[src/rtl/sys_defs.sv]
// Shared system definitions: bus command encodings, instruction-cache geometry
// constants and the cache line entry type.
package sys_defs;

    localparam int XLEN = 32;

    typedef enum logic [1:0] {
        BUS_NONE = 2'd0,
        BUS_LOAD = 2'd1
    } bus_command_t;

    localparam int ICACHE_LINES_DEFAULT = 32;
    localparam int ICACHE_IDX_BITS      = $clog2(ICACHE_LINES_DEFAULT);
    localparam int ICACHE_TAG_BITS      = XLEN - 3 - ICACHE_IDX_BITS;
    // Stored tags are zero-extended to this width so any line count fits.
    localparam int ICACHE_TAG_MAX_BITS  = XLEN - 3;

    typedef struct packed {
        logic                           valid;
        logic [ICACHE_TAG_MAX_BITS-1:0] tag;
        logic [63:0]                    data;
    } ICACHE_ENTRY;

    typedef enum logic [1:0] {
        IC_IDLE = 2'd0,
        IC_REQ  = 2'd1,
        IC_WAIT = 2'd2
    } icache_state_t;

endpackage

[src/rtl/icache_mem.sv]
// Instruction-cache line store: one asynchronous read port, one synchronous
// write port; only the valid bits are cleared by reset.
module icache_mem
    import sys_defs::*;
#(
    parameter int LINES = 32,
    parameter int IDX_W = $clog2(LINES)
) (
    input  logic             clock,
    input  logic             reset,
    input  logic [IDX_W-1:0] rd_idx,
    output ICACHE_ENTRY      rd_entry,
    input  logic             wr_en,
    input  logic [IDX_W-1:0] wr_idx,
    input  ICACHE_ENTRY      wr_entry
);

    logic [LINES-1:0]               valid_q;
    logic [ICACHE_TAG_MAX_BITS-1:0] tag_q  [LINES];
    logic [63:0]                    data_q [LINES];

    always_ff @(posedge clock) begin
        if (reset) begin
            valid_q <= '0;
        end else if (wr_en) begin
            valid_q[wr_idx] <= wr_entry.valid;
        end
    end

    always_ff @(posedge clock) begin
        if (wr_en) begin
            tag_q[wr_idx]  <= wr_entry.tag;
            data_q[wr_idx] <= wr_entry.data;
        end
    end

    always_comb begin
        rd_entry.valid = valid_q[rd_idx];
        rd_entry.tag   = tag_q[rd_idx];
        rd_entry.data  = data_q[rd_idx];
    end

endmodule

[src/rtl/icache.sv]
// Direct-mapped, blocking instruction cache with a single outstanding miss.
// Optional feature macro ICACHE_PERF_EN adds hit/miss event counters.
module icache
    import sys_defs::*;
#(
    parameter int ICACHE_LINES = ICACHE_LINES_DEFAULT
) (
    input  logic            clock,
    input  logic            reset,
    input  logic [XLEN-1:0] proc2Icache_addr,
    output logic [63:0]     Icache2proc_data,
    output logic            Icache2proc_data_valid,
    output logic [1:0]      proc2Imem_command,
    output logic [XLEN-1:0] proc2Imem_addr,
    input  logic [3:0]      Imem2proc_response,
    input  logic [63:0]     Imem2proc_data,
    input  logic [3:0]      Imem2proc_tag
`ifdef ICACHE_PERF_EN
    ,
    output logic [31:0]     icache_hits,
    output logic [31:0]     icache_misses
`endif
);

    localparam int IDX_W  = $clog2(ICACHE_LINES);
    localparam int LINE_W = XLEN - 3;

    icache_state_t    state, next_state;
    logic [LINE_W-1:0] miss_line;
    logic [3:0]        pending_tag;

    logic [IDX_W-1:0]               cur_idx;
    logic [ICACHE_TAG_MAX_BITS-1:0] cur_tag;
    ICACHE_ENTRY                    rd_entry;
    ICACHE_ENTRY                    wr_entry;
    logic                           hit;
    logic                           fill;
    logic                           unused_offset;

    assign cur_idx       = proc2Icache_addr[3 +: IDX_W];
    assign cur_tag       = ICACHE_TAG_MAX_BITS'(proc2Icache_addr[XLEN-1:3+IDX_W]);
    assign hit           = rd_entry.valid && (rd_entry.tag == cur_tag);
    assign unused_offset = ^proc2Icache_addr[2:0];

    // Only the response tag we are waiting for completes the fill.
    assign fill = (state == IC_WAIT) && (pending_tag != 4'd0) &&
                  (Imem2proc_tag == pending_tag);

    always_comb begin
        wr_entry.valid = 1'b1;
        wr_entry.tag   = ICACHE_TAG_MAX_BITS'(miss_line[LINE_W-1:IDX_W]);
        wr_entry.data  = Imem2proc_data;
    end

    icache_mem #(
        .LINES (ICACHE_LINES),
        .IDX_W (IDX_W)
    ) u_mem (
        .clock    (clock),
        .reset    (reset),
        .rd_idx   (cur_idx),
        .rd_entry (rd_entry),
        .wr_en    (fill && !reset),
        .wr_idx   (miss_line[IDX_W-1:0]),
        .wr_entry (wr_entry)
    );

    always_ff @(posedge clock) begin
        if (reset) begin
            state       <= IC_IDLE;
            miss_line   <= '0;
            pending_tag <= 4'd0;
        end else begin
            state <= next_state;
            if (state == IC_IDLE && !hit) begin
                miss_line <= proc2Icache_addr[XLEN-1:3];
            end
            if (state == IC_REQ && Imem2proc_response != 4'd0) begin
                pending_tag <= Imem2proc_response;
            end else if (fill) begin
                pending_tag <= 4'd0;
            end
        end
    end

    always_comb begin
        next_state        = state;
        proc2Imem_command = BUS_NONE;
        proc2Imem_addr    = '0;
        case (state)
            IC_IDLE: begin
                if (!hit) next_state = IC_REQ;
            end
            IC_REQ: begin
                proc2Imem_command = BUS_LOAD;
                proc2Imem_addr    = {miss_line, 3'b000};
                if (Imem2proc_response != 4'd0) next_state = IC_WAIT;
            end
            IC_WAIT: begin
                if (fill) next_state = IC_IDLE;
            end
            default: next_state = IC_IDLE;
        endcase
        // Outputs are held quiet for the whole reset cycle.
        if (reset) begin
            proc2Imem_command = BUS_NONE;
            proc2Imem_addr    = '0;
        end
    end

    assign Icache2proc_data_valid = hit && !reset;
    assign Icache2proc_data       = Icache2proc_data_valid ? rd_entry.data : 64'd0;

`ifdef ICACHE_PERF_EN
    always_ff @(posedge clock) begin
        if (reset) begin
            icache_hits   <= 32'd0;
            icache_misses <= 32'd0;
        end else if (state == IC_IDLE) begin
            if (hit) icache_hits   <= icache_hits + 32'd1;
            else     icache_misses <= icache_misses + 32'd1;
        end
    end
`endif

endmodule

[config.mk]
export PLATFORM = sky130hd
export DESIGN_NAME = icache
export DESIGN_NICKNAME = d
export VERILOG_FILES = /design/src/rtl/sys_defs.sv /design/src/rtl/icache_mem.sv /design/src/rtl/icache.sv
export SDC_FILE = /design/constraint.sdc
export NUM_CORES = 2
export LEC_CHECK = 0
export ABC_CLOCK_PERIOD_IN_PS = 7760
export CORE_ASPECT_RATIO = 0.7
export CORE_MARGIN = 2
export CORE_UTILIZATION = 35
export CTS_CLUSTER_SIZE = 10
export DETAILED_ROUTE_END_ITERATION = 6
export PLACE_DENSITY = 0.59
export SKIP_LAST_GASP = 1
export SLEW_MARGIN = 30
export SYNTH_ARGS = -nofsm -noshare
export SYNTH_HDL_FRONTEND = slang
export SYNTH_SLANG_ARGS = --single-unit
[constraint.sdc]
create_clock -name clock -period 7.76 [get_ports clock]
set_input_delay 1.552 -clock clock [delete_from_list [all_inputs] [get_ports clock]]
set_output_delay 1.552 -clock clock [all_outputs]
set_load 0.02 [all_outputs]
==> run_results.csv <==
group,metric,value,unit
finish,nets,5334,
finish,post_route_cells_drive_above_1_share,0.304,
sta,hold_violations,0,
yosys,seq_area_frac_synth,0.773,
route,first_pass_iters,5,
hold_path,hp-start,"u_mem.valid_q[22]",
die,die_h,475,um
yosys,synth_cell_types,59,
cts,numClockSinks,2883,
place,gp_congestion,0.770,
place,port_buffers,197,
route,drc,0,
sta,setup_violations,0,
yosys,synth_seq_cells,2883,
route,wl_per_cell,30.6,um
cts,max-clock-path-buffers,4,
sta,final.period_utilization,0.979,
hold_path,hold_path_class,"flip-flop to flip-flop",
yosys,avgSynthCellArea,23.4,um2
power,leakage,39.8,nW
route,num_vias,53200,
critical_path,slowest_delay,0.82,ns
yosys,synth_cells,4747,
finish,multi_input_area,24200,um2
critical_path,path_buf_inv,5,
route,wl,290000,um
yosys,synth.area.top_cells,"edfxtp_1 (76%), mux4_2 (16%), mux2i_1 (1.4%), dfxtp_1 (1.2%), nor2_4 (0.50%)",
die,die_area,322000,um2
power,power.density,253,nW/um2
finish,n_fill_cell,27300,
yosys,synth_area_leader_cell,"edfxtp_1",
power,total_power,32.5,mW
critical_path,crit_start,"proc2Icache_addr[3]",
critical_path,crit_chain,"buf_8 -> buf_4 -> mux4_2 -> mux2i_1 -> nor2_1 -> a21oi_1 -> buf_4 -> xor2_1 -> a41oi_1 -> or4_2 -> or3_4 -> buf_12 -> nor2_4 -> clkdlybuf4s50_1",
yosys,synth_ff_type,"edfxtp_1",
finish,fin_area,128000,um2
grt,grt_antenna_before_repair,32,
yosys,synth_edf_count,2816,
cts,cts_buffers,332,
place,place_area,120000,um2
grt,overflow,0,
sta,slew_headroom,0.314,
critical_path,cpMostUsedCell,"buf_4",
sta,fin_setup_tns,0,ns
place,dp_hpwl,149000,um
grt,grt_max_degree,133,
critical_path,slowest_stage,"or4_2",
sta,finClkSkew,0.0405,ns
die,core,317000,um2
outcome,status,"complete, no violations",
die,die_w,678,um
grt,grt_pass1_wl,409000,um
critical_path,cp_top_family,"buffers and inverters",
cts,cts_setup_buffers,0,
critical_path,critical_path_required,6.21,ns
cts,root_buffer,"clkbuf_16",
grt,gr-usage-all-layers,0.177,
sta,drv_slew,0,
cts,clk_pin_slew,0.05,ns
cts,insertion_delay,0.86,ns
die,ios,205,
critical_path,worstSetupEndpointType,"output port",
power,peakVddDrop,188,uV
cts,cts-htree-levels,5,
critical_path,cp.arrival,6.05,ns
yosys,async_reset_ff_frac,0,
sta,tightest_slew,1.03,ns
die,start_util,0.351,
sta,period_needed,7.60,ns
finish,areaGrowthSynthToFinish,15.5,%
route,vias_per_cell,5.61,
cts,cts_tree,"built",
yosys,synth_area,111000,um2
yosys,ys_warn_count,0,
sta,worst_hold_slack,0.457,ns
route,detail-route-antenna-nets,0,
job,maxCapViolations,0,
grt,grt_pass1_vias,53200,
sta,clock.fmax,132,MHz
sta,rsz0062_at_grt,"false",
die,rows,173,
yosys,synthDominantCellAreaShare,0.761,
critical_path,cp_max_fo,29,
route,drtIter0Drc,6669,
critical_path,worstReg2RegStart,"pending_tag[3]",
critical_path,path_class,"primary input to output port",
finish,final_core_util,0.406,
yosys,synth_most_common_cell,"edfxtp_1",
critical_path,cp-start-kind,"primary input",
finish,seq_area,85900,um2
critical_path,ff2ff_setup_slack,3.55,ns
yosys,yosys-top-cells-count,"edfxtp_1 (2816), mux4_2 (812), mux2i_1 (161), clkbuf_1 (143), nand2_1 (103)",
==> cells in the final DEF (no fill, tap or decap), types with 8 or more instances in the layout <==
cell type        Yosys  final
nor2_1              94     59
clkbuf_16            0    340
mux2_2               8      8
dfxtp_1             67     50
inv_6                0      8
nand3_1             19     19
o21a_1              22     22
mux4_2             812    812
buf_16               0      8
xnor2_1             16     16
clkdlybuf4s50_1      0     99
nand2_1            103    103
a22o_1              13     13
nor3b_1             26     25
nor2b_1             11     11
buf_4               15    177
a21oi_1             14     14
nor3_1              12     12
xor2_1              19     19
edfxtp_1          2816   2816
dfxtp_2              0     17
o311ai_1            29     29
and2_1              36     36
buf_2               45     65
nor2_4              49     81
clkbuf_1           143     26
mux2i_1            161    161
a32oi_1             30     30
a22oi_1             27     27
buf_12               5     56
==> logic make-up (layout without fill, tap and decap cells) <==
family	after synthesis	in the layout	share of synthesized area
mux	981	981	0.180
flops	2883	2883	0.773
xor+xnor	35	35	0.00276
buf+inv	277	808	0.0116
simple gates	386	386	0.0196
other cells	1	11	0.0000337
compound gates	184	184	0.0132
==> metrics by stage <==
stage,setup slack (ns),std cells
5_1_grt,0.000834,9481
2_1_floorplan,0.732,4750
4_1_cts,0.0916,9480
6_report,0.161,9488
3_5_place_dp,-0.0508,9093
3_3_place_gp,-0.0590,9086
==> flip-flops by register name, indices dropped and copies added (netlist names) <==
| register | flops |
|---|---|
| u_mem.valid_q | 32 |
| miss_line | 29 |
| pending_tag | 4 |
| u_mem.tag_q | 768 |
| u_mem.data_q | 2048 |
| state | 2 |
==> report_power, final <==
part | internal [mW] | switching, mW
clock network | 7.83 | 5.70
logic | 0.643 | 0.895
registers | 17.3 | 0.176
total | 25.8 | 6.77
==> layout make-up <==
| cell class | count | share of cell area |
|---|---|---|
| multi-input cells | 1590 | 0.189 |
| diodes | 7 | 0.000136 |
| clock inverters | 20 | 0.00206 |
| repair buffers | 412 | 0.0318 |
| well taps | 4200 | 0.0409 |
| clock buffers | 367 | 0.0671 |
| inverters | 9 | 0.000322 |
| flip-flops and latches | 2883 | 0.669 |
==> what timing repair did <==
| action | CTS | global route |
|---|---|---|
| setup endpoints to repair | 3 | 0 |
| hold buffers | 0 | 0 |
| gates resized for setup | 3 | 0 |
==> layer usage <==
| layer | wire length, um | share of wire | vias to the layer above | GRT usage |
|---|---|---|---|---|
| met4 | 5610 | 0.019 | 14 | 0.0371 |
| met1 | 128000 | 0.44 | 29300 | 0.262 |
| met3 | 20700 | 0.071 | 417 | 0.0272 |
| met2 | 136000 | 0.47 | 2264 | 0.279 |
| li1 | - | - | 21100 | - |
| met5 | 88 | 0.00030 | - | 0 |
==> worst paths after layout <==
| kind | end | cells past startpoint |
|---|---|---|
| setup / recovery | Icache2proc_data[46] | 14 |
| hold / removal | u_mem.valid_q[22] | 1 |
| setup reg to reg | u_mem.data_q[18][14] | 9 |
| hold reg to reg | u_mem.valid_q[22] | 1 |
Note: power is estimated with default switching activity, not from simulation.
